--- config.mk ---
export PLATFORM = sky130hd
export DESIGN_NAME = cmd_dispatcher_flat
export DESIGN_NICKNAME = d
export VERILOG_FILES = /design/src/rtl/cmd_dispatcher_pkg.sv /design/src/rtl/cmd_dispatcher_if.sv /design/src/rtl/cmd_wait_timer.sv /design/src/rtl/cmd_dispatcher.sv /design/src/flat_wrapper.sv
export SDC_FILE = /design/constraint.sdc
export NUM_CORES = 1
export LEC_CHECK = 0
export CAP_MARGIN = 20
export CORE_ASPECT_RATIO = 0.6
export CORE_MARGIN = 1
export CORE_UTILIZATION = 38
export CTS_BUF_LIST = sky130_fd_sc_hd__clkbuf_16
export CTS_CLUSTER_SIZE = 28
export DETAILED_ROUTE_END_ITERATION = 10
export GPL_TIMING_DRIVEN = 0
export PLACE_DENSITY = 0.82
export SETUP_SLACK_MARGIN = 0.4
export SYNTH_ARGS = -nofsm -noshare
export SYNTH_HDL_FRONTEND = slang
export SYNTH_SLANG_ARGS = --single-unit
--- constraint.sdc ---
create_clock -name axi_aclk -period 1.99 [get_ports axi_aclk]
set_input_delay 0.2985 -clock axi_aclk [delete_from_list [all_inputs] [get_ports axi_aclk]]
set_output_delay 0.2985 -clock axi_aclk [all_outputs]
set_load 0.02 [all_outputs]
--- src/rtl/cmd_dispatcher_pkg.sv ---
// cmd_dispatcher_pkg: opcode constants, opcode field bounds and FSM state encoding.
package cmd_dispatcher_pkg;
  localparam int OP_HI = 127;
  localparam int OP_LO = 124;
  localparam logic [3:0] OP_NOP   = 4'd0;
  localparam logic [3:0] OP_ISSUE = 4'd1;
  localparam logic [3:0] OP_WAIT  = 4'd2;
  localparam logic [3:0] OP_END   = 4'd3;
  typedef enum logic [1:0] {ST_IDLE, ST_ISSUE, ST_WAIT} state_e;
endpackage

--- src/rtl/cmd_dispatcher_if.sv ---
// cmd_dispatcher_if: valid/ready stream used for the command input and the DDR slot output.
interface cmd_dispatcher_if #(parameter int W = 128) ();
  logic [W-1:0] tdata;
  logic         tvalid;
  logic         tready;
  modport master (output tdata, tvalid, input tready);
  modport slave (input tdata, tvalid, output tready);
endinterface

--- src/rtl/cmd_wait_timer.sv ---
// cmd_wait_timer: loadable down-counter; done is high while the count sits at 1.
module cmd_wait_timer #(parameter int W = 32) (
  input  logic         clk,
  input  logic         rst_n,
  input  logic         load,
  input  logic [W-1:0] load_val,
  output logic         done
);
  logic [W-1:0] cnt;
  always_ff @(posedge clk or negedge rst_n) begin
    if (!rst_n) cnt <= '0;
    else cnt <= load ? load_val : (cnt != '0) ? cnt - W'(1) : cnt;
  end
  assign done = cnt == W'(1);
endmodule

--- src/rtl/cmd_dispatcher.sv ---
// cmd_dispatcher: decodes PS command words into DDR slots, idle gaps and program-end events.
// Optional CMD_DISPATCH_TRACE_EN adds a cycle counter captured into last_end_cycles on END.
module cmd_dispatcher
  import cmd_dispatcher_pkg::*;
#(
  parameter int CMD_WIDTH     = 128,
  parameter int DDR_CMD_WIDTH = 32,
  parameter int WAIT_WIDTH    = 32,
  parameter int CNT_WIDTH     = 16
) (
  input  logic                 axi_aclk,
  input  logic                 axi_resetn,
  input  logic                 run,
  cmd_dispatcher_if.slave      s_axis_cmd,
  cmd_dispatcher_if.master     ddr_cmd,
  output logic                 end_pulse,
  output logic                 busy,
  output logic                 err,
  input  logic                 err_clr,
  output logic [CNT_WIDTH-1:0] issued_count,
  output logic [CNT_WIDTH-1:0] end_count,
  output logic [31:0]          last_end_cycles
);
  state_e                  state;
  logic [DDR_CMD_WIDTH-1:0] slot;
  logic                    slot_valid;
  logic [3:0]              op;
  logic [WAIT_WIDTH-1:0]   wait_n;
  logic                    accept;
  logic                    wait_load;
  logic                    wait_done;
  logic                    end_acc;
  logic                    unused_bits;

  assign op          = s_axis_cmd.tdata[OP_HI:OP_LO];
  assign wait_n      = s_axis_cmd.tdata[WAIT_WIDTH-1:0];
  assign s_axis_cmd.tready = (state == ST_IDLE) && run;
  assign accept      = s_axis_cmd.tvalid && s_axis_cmd.tready;
  assign wait_load   = accept && op == OP_WAIT && wait_n != '0;
  assign end_acc     = accept && op == OP_END;
  assign ddr_cmd.tdata  = slot;
  assign ddr_cmd.tvalid = slot_valid;
  assign unused_bits = ^s_axis_cmd.tdata;

  cmd_wait_timer #(.W(WAIT_WIDTH)) u_wait_timer (
    .clk      (axi_aclk),
    .rst_n    (axi_resetn),
    .load     (wait_load),
    .load_val (wait_n),
    .done     (wait_done)
  );

  always_ff @(posedge axi_aclk or negedge axi_resetn) begin
    if (!axi_resetn) begin
      state        <= ST_IDLE;
      busy         <= 1'b0;
      slot         <= '0;
      slot_valid   <= 1'b0;
      end_pulse    <= 1'b0;
      err          <= 1'b0;
      issued_count <= '0;
      end_count    <= '0;
    end else begin
      end_pulse <= end_acc;
      end_count <= end_count + CNT_WIDTH'(end_acc);
      // a fresh illegal opcode takes priority over a simultaneous clear
      err       <= (accept && op > OP_END) || (err && !err_clr);
      case (state)
        ST_IDLE: begin
          if (accept && op == OP_ISSUE) begin
            slot       <= s_axis_cmd.tdata[DDR_CMD_WIDTH-1:0];
            slot_valid <= 1'b1;
            state      <= ST_ISSUE;
            busy       <= 1'b1;
          end else if (wait_load) begin
            state <= ST_WAIT;
            busy  <= 1'b1;
          end
        end
        ST_ISSUE: begin
          if (ddr_cmd.tready) begin
            slot_valid   <= 1'b0;
            issued_count <= issued_count + CNT_WIDTH'(1);
            state        <= ST_IDLE;
            busy         <= 1'b0;
          end
        end
        ST_WAIT: begin
          if (wait_done) begin
            state <= ST_IDLE;
            busy  <= 1'b0;
          end
        end
        default: begin
          state <= ST_IDLE;
          busy  <= 1'b0;
        end
      endcase
    end
  end

`ifdef CMD_DISPATCH_TRACE_EN
  logic [31:0] cyc;
  logic [31:0] cyc_next;
  logic        cyc_arm;
  assign cyc_next = (cyc == '1) ? cyc : cyc + 32'd1;
  // cyc_arm marks that the next accept restarts the measurement window
  always_ff @(posedge axi_aclk or negedge axi_resetn) begin
    if (!axi_resetn) begin
      cyc             <= '0;
      cyc_arm         <= 1'b1;
      last_end_cycles <= '0;
    end else begin
      cyc     <= (accept && cyc_arm) ? '0 : cyc_next;
      cyc_arm <= end_acc ? 1'b1 : accept ? 1'b0 : cyc_arm;
      if (end_acc) last_end_cycles <= cyc_arm ? '0 : cyc_next;
    end
  end
`else
  assign last_end_cycles = '0;
`endif
endmodule

--- src/flat_wrapper.sv ---
// flat-port wrapper written by rule: the top's interface ports become plain ports
module cmd_dispatcher_flat import cmd_dispatcher_pkg::*;
#(
  parameter int CMD_WIDTH     = 128,
  parameter int DDR_CMD_WIDTH = 32,
  parameter int WAIT_WIDTH    = 32,
  parameter int CNT_WIDTH     = 16
)
  (axi_aclk, axi_resetn, run, end_pulse, busy, err, err_clr, issued_count, end_count, last_end_cycles, s_axis_cmd_tdata, s_axis_cmd_tvalid, s_axis_cmd_tready, ddr_cmd_tdata, ddr_cmd_tvalid, ddr_cmd_tready);
  cmd_dispatcher_if #(.W(128)) s_axis_cmd_i ();
  cmd_dispatcher_if #(.W(32)) ddr_cmd_i ();
  input  logic axi_aclk;
  input  logic axi_resetn;
  input  logic run;
  output logic end_pulse;
  output logic busy;
  output logic err;
  input  logic err_clr;
  output logic [CNT_WIDTH-1:0] issued_count;
  output logic [CNT_WIDTH-1:0] end_count;
  output logic [31:0] last_end_cycles;
  input wire logic [$bits(s_axis_cmd_i.tdata)-1:0] s_axis_cmd_tdata;
  input wire logic [$bits(s_axis_cmd_i.tvalid)-1:0] s_axis_cmd_tvalid;
  output wire logic [$bits(s_axis_cmd_i.tready)-1:0] s_axis_cmd_tready;
  output wire logic [$bits(ddr_cmd_i.tdata)-1:0] ddr_cmd_tdata;
  output wire logic [$bits(ddr_cmd_i.tvalid)-1:0] ddr_cmd_tvalid;
  input wire logic [$bits(ddr_cmd_i.tready)-1:0] ddr_cmd_tready;
  assign s_axis_cmd_i.tdata = s_axis_cmd_tdata;
  assign s_axis_cmd_i.tvalid = s_axis_cmd_tvalid;
  assign s_axis_cmd_tready = s_axis_cmd_i.tready;
  assign ddr_cmd_tdata = ddr_cmd_i.tdata;
  assign ddr_cmd_tvalid = ddr_cmd_i.tvalid;
  assign ddr_cmd_i.tready = ddr_cmd_tready;
  cmd_dispatcher #(.CMD_WIDTH(CMD_WIDTH), .DDR_CMD_WIDTH(DDR_CMD_WIDTH), .WAIT_WIDTH(WAIT_WIDTH), .CNT_WIDTH(CNT_WIDTH)) u_core (.axi_aclk(axi_aclk), .axi_resetn(axi_resetn), .run(run), .s_axis_cmd(s_axis_cmd_i), .ddr_cmd(ddr_cmd_i), .end_pulse(end_pulse), .busy(busy), .err(err), .err_clr(err_clr), .issued_count(issued_count), .end_count(end_count), .last_end_cycles(last_end_cycles));
endmodule
# == Word-level counts from Yosys, hierarchy flattened ==
# Cells that the tools add are included.
# W data, S select, Z words.
# totals
register_bits,102
in_bits,134
out_inout_bits,101
elab_cells,56
# classes
add_sub_neg,3
order_cmp,1
eq_ne,10
muxes,14
n_reduce_logical,19
# op_table
cell,count
$mux W32,2
$reduce_bool A32 Y1,2
$eq A32 B1 Y1 const B,1
$sub A32 B1 Y32 const B,1
$add A16 B1 Y16,1
$add A16 B1 Y16 const B,1
$eq A4 B2 Y1 const B,2
$logic_and A1 B1 Y1,8
$mux W2,4
$ne A2 B2 Y1 const B,3
$pmux W2 S3,1
$reduce_and A3 Y1,2
$mux W1,5
$eq A4 B1 Y1 const B,1
$gt A4 B2 Y1 const B,1
$reduce_and A2 Y1,2
$reduce_bool A2 Y1,2
$ne A3 B3 Y1 const B,1
$pmux W1 S3,1
$eq A2 B1 Y1 const B,1
$eq A2 B2 Y1 const B,1
$logic_not A2 Y1,1
$pmux W1 S2,1
$logic_not A1 Y1,1
$logic_or A1 B1 Y1,1

# == Longest topological paths before layout ==
# depth
depth_word,8
ltp_mapped,9
mapped_depth_nobuf,8

# == Cells and area by module ==
# Synthesis repeated with hierarchy kept, for this count alone.
# hier_totals
hier_cells,458
area_unflattened_um2,5305.1
# modules_own_cells
module,n_inst,cells_per_inst,area_each_um2,seq_area_each_um2
cmd_dispatcher,1,254,3271.9,1751.7
cmd_wait_timer,1,204,2033.2,800.8

# == Worst setup path before layout ==
# OpenSTA, ideal clock, no wires.
# synth_path
kind,register to register
startpoint,register u_core.u_wait_timer.cnt[26]
endpoint,register u_core.u_wait_timer.cnt[1]
setup_time_ps,125
arrival_ps,1989
required_ps,1865
setup_slack_ps,-124
path_stages_with_launch,7
path_buffers,1
period_less_slack_ps,2114
path_cell_list,dfrtp_1 or4_4 or3_4 nor3_4 buf_6 mux2i_1 mux2_4
# synth_via
elab_chain_cells,2
# synth_rtl
item,line_no,source
"start, declared",cmd_wait_timer.sv:9,logic [W-1:0] cnt;
"start signal, assigned",cmd_wait_timer.sv:12,else cnt <= load ? load_val : (cnt != '0) ? cnt - W'(1) : cnt;
$reduce_bool A32 Y1,cmd_wait_timer.sv:12,
$reduce_bool A2 Y1 (no line),n/a,
# Every way passes these cells.
# A chain may end at the register's enable or synchronous reset.

# == Worst setup path after layout ==
# layout_path
startpoint,register u_core.u_wait_timer.cnt[28]
endpoint,register u_core.u_wait_timer.cnt[1]
# Same word-level chain as after synthesis.

==> summary.txt <==
Placed design
  • Detailed placer's ending HPWL: about 11 mm
  • Setup slack at placement: -1150 ps
  • Number of buffers added on ports: 110
  • RD Place Congestion: 0.898

Floorplan
  • Io pins: 235
  • Starting utilization of the core area: 38.9%
  • Y dimension of the die: 90.9 um
  • Floorplan Core Area: 12900 um2
  • Die boundary width: 150 um
  • Die footprint: between 10000 and 15000 um2
  • Row count: 32

Global route
  • Pin count of the biggest net entering global routing: 53
  • Global routing usage on met2: 37.8%
  • GRT Util Overall: 26.0%
  • Gr busiest metal: met2
  • Global-route wire length before repair: 26.7 mm
  • Met3 usage in global routing: 10.1%
  • Global-route track usage on met1: 36.3%
  • Initial antenna violation count: 0
  • Number of global-route vias before repair: ~4.8k
  • Total grt overflow: 0

Worst setup path
  • Worst EP arrival: 2470 ps
  • Kind of start point of the critical path: flip-flop
  • Maximum fanout along the worst path: 5
  • Endpoint kind of the worst setup timing path: flip-flop
  • Critical path class: flip-flop to flip-flop
  • Data required time of the critical path: 2230 ps

Clock tree
  • Clock tree from TritonCTS: done
  • Number of buffers created by CTS: 9
  • Source-to-sink clock delay at the later pin of the worst-skew pair: 350 ps
  • Clock-pin slew of the registers on the worst-case setup and hold paths: 70 ps
  • Number of buffers on the longest clock path: 2
  • Clock root buffer: clkbuf_16
  • Hold buffers post-CTS: 0
  • Number of levels in the clock H-tree: 3
  • Clk sinks: 102

Outcome
  • Run status: complete, but fails checks
  • Failing checks: hold timing, setup timing

Finish
  • Post-synthesis to final-layout area growth: 70.4%
  • Core Util, Final: approximately two thirds
  • Number of nets in the layout: 850
  • Number of diodes: 0
  • Fraction of layout cells with a size suffix above 1: 39.0%
  • Leading cell type in the layout, fill and taps excluded: dfrtp_1
  • Highest-count cells in the layout ignoring fill and taps: dfrtp_1, dlygate4sd2_1, buf_4

Synthesis
  • Asr flop ratio synth: 100%
  • Count of cell types in the netlist: between 40 and 50
  • Number of register bits inferred by synthesis: 102
  • Count of warnings emitted by yosys: 0
  • Total standard cell area after synthesis: 5000 um2
  • Syn_area_per_cell: ~10 um2
  • Sequential share of the synthesized area: 51.0%
  • Number of enable flip-flop cells after synthesis: 0
  • Gate count of the mapped netlist: roughly 490
  • Post-synth top flop: dfrtp_1

Pwr
  • Fraction of power consumed by the clock network: 28.1%
  • Net switching fraction of the power: 34.7%
  • Maximum resistive drop on vdd: 0.000497 V
  • Gate power share: 27.9%
  • Power per standard cell area: approximately 760 nW/um2
  • Cell-internal power: 4.25 mW
  • Power spent charging and discharging nets: 2.26 mW
  • Leakage dissipation: roughly 4.2 nW
  • Register share of total power: a little over two fifths
  • Overall Power: 6.52 mW

Timing
  • Transition time at the pin with the least slew margin: 734 ps
  • Worst hold margin: -5.98 ps
  • Max Freq: ~0.45 GHz
  • Fin crit period: 2240 ps
  • Total negative setup slack: -3460 ps
  • Max Transition Viols Final: 0
  • Final worst-path cycle share: 112%
  • Hold violation total from the final report: 4
  • RSZ-0062 raised after global routing: yes
  • Final setup slack of the worst path: -247 ps
  • Total setup violations reported at the end of the flow: 34
  • Final setup skew: 10.8 ps
  • Relative slew slack: 51.1%

Routing
  • Number of remaining DRC errors: 0
  • Vias per cell: 5.60
  • WL final: 18.9 mm
  • Routed WL per cell: 21.3 um
  • Vias: 4966
  • Antenna Nets Post-Route: 0
  • DRC violation total after the first TritonRoute iteration: 541
  • TritonRoute pass-1 iters: 5

Run
  • Max-capacitance violation count: 0

Hold path
  • Worst hold-check path type: primary input to asynchronous set/reset pin
==> flip-flops by register name, indices dropped and copies added, names as in the netlist <==
signal,cells
u_core.err,1
u_core.end_count,16
u_core.ddr_cmd.tvalid,1
u_core.busy,1
u_core.end_pulse,1
u_core.ddr_cmd.tdata,32
u_core.state,2
u_core.issued_count,16
u_core.u_wait_timer.cnt,32
==> cell type report <==
cell class	instances	area [um2]
multi-input combinational	347	3090
clock inverter	7	71.3
sequential	102	2560
tap	170	213
timing repair buffer	183	1790
clock buffer	9	225
inverter	21	78.8
fill	906	4330
buffer	47	494
==> path summary, 6_finish.rpt <==
path	startpoint	to	slack, ps	cells after the start
max in group asynchronous	axi_resetn	u_core.end_count[1]	1240	2
min in group axi_aclk	s_axis_cmd_tdata[21]	u_core.u_wait_timer.cnt[21]	370	2
max reg2reg	u_core.u_wait_timer.cnt[28]	u_core.u_wait_timer.cnt[1]	-250	6
min	axi_resetn	u_core.ddr_cmd.tdata[25]	-6	1
max	u_core.u_wait_timer.cnt[28]	u_core.u_wait_timer.cnt[1]	-250	6
min reg2reg	u_core.issued_count[15]	u_core.issued_count[15]	470	1
==> power by group through the flow <==
stage | logic (mW) | registers (mW) | clock network, mW
2_1_floorplan | 0.693 | 2.89 | 0
4_1_cts | 1.60 | 2.77 | 1.82
5_1_grt | 1.93 | 2.90 | 1.93
6_report | 1.82 | 2.87 | 1.83
3_5_place_dp | 1.49 | 2.78 | 0
3_3_place_gp | 1.44 | 2.76 | 0
==> layer usage <==
layer / vias to the layer above / part of all wire (%)
met5: - / 0
met2: 338 / 46
met1: 2441 / 41
li1: 2129 / -
met3: 58 / 11
met4: 0 / 2.4
==> per-stage QoR <==
step	std cells	cell area (um2)
after floorplan	517	5300
after detailed placement	798	6630
after CTS	863	7890
after global placement	797	6610
after global routing	886	8520
final	886	8520
==> cells in the mapped netlist (3+ instances only) <==
cell type    n  area, um2
nand3_1     17       85.1
o21ai_0     20        100
xor2_1      13        114
nor3_1      19       95.1
ha_1         5       62.6
or3_1        8       50.1
nand4_1     11       68.8
o22ai_1     13       81.3
and3_1       3       18.8
and4_1       3       26.3
nor2_1      36        135
a31oi_1     14       87.6
buf_4       32        240
clkbuf_1    14       52.6
o31ai_1      5       37.5
inv_1       21       78.8
nand2_1     37        139
dfrtp_1    102       2550
xnor2_1     30        263
nor4_1      18        113
a21oi_1      5       25.0
or4_1       10       75.1
mux2_2      21        236
==> repair_timing <==
| action | CTS | global route |
|---|---|---|
| endpoints found under the setup margin | 161 | 96 |
| resized for setup | 264 | 88 |
| gates cloned | 6 | 2 |
| endpoints found under the hold margin | 0 | 0 |
| pin swaps | 60 | 36 |
| setup buffers | 43 | 21 |
==> worst max-delay path, cell delays in order, from the launching register on <==
cell,delay [ps]
dfrtp_1,380
or4_4,550
or3_4,380
nor3_4,290
buf_6,180
mux2i_1,80
mux2_4,260
==> cell families after synthesis <==
logic type / after synthesis / share of synthesized area, %
muxes: 24 / 5.43
buffers and inverters: 68 / 7.66
adders and majority gates: 5 / 1.25
other: 1 / 0.0750
AOI/OAI and AO/OA: 67 / 8.23
and+or+nand+nor: 176 / 18.8
DFF: 102 / 51.0
xor gates and xnor gates: 43 / 7.53
Note: power is estimated with default switching activity, not from simulation.
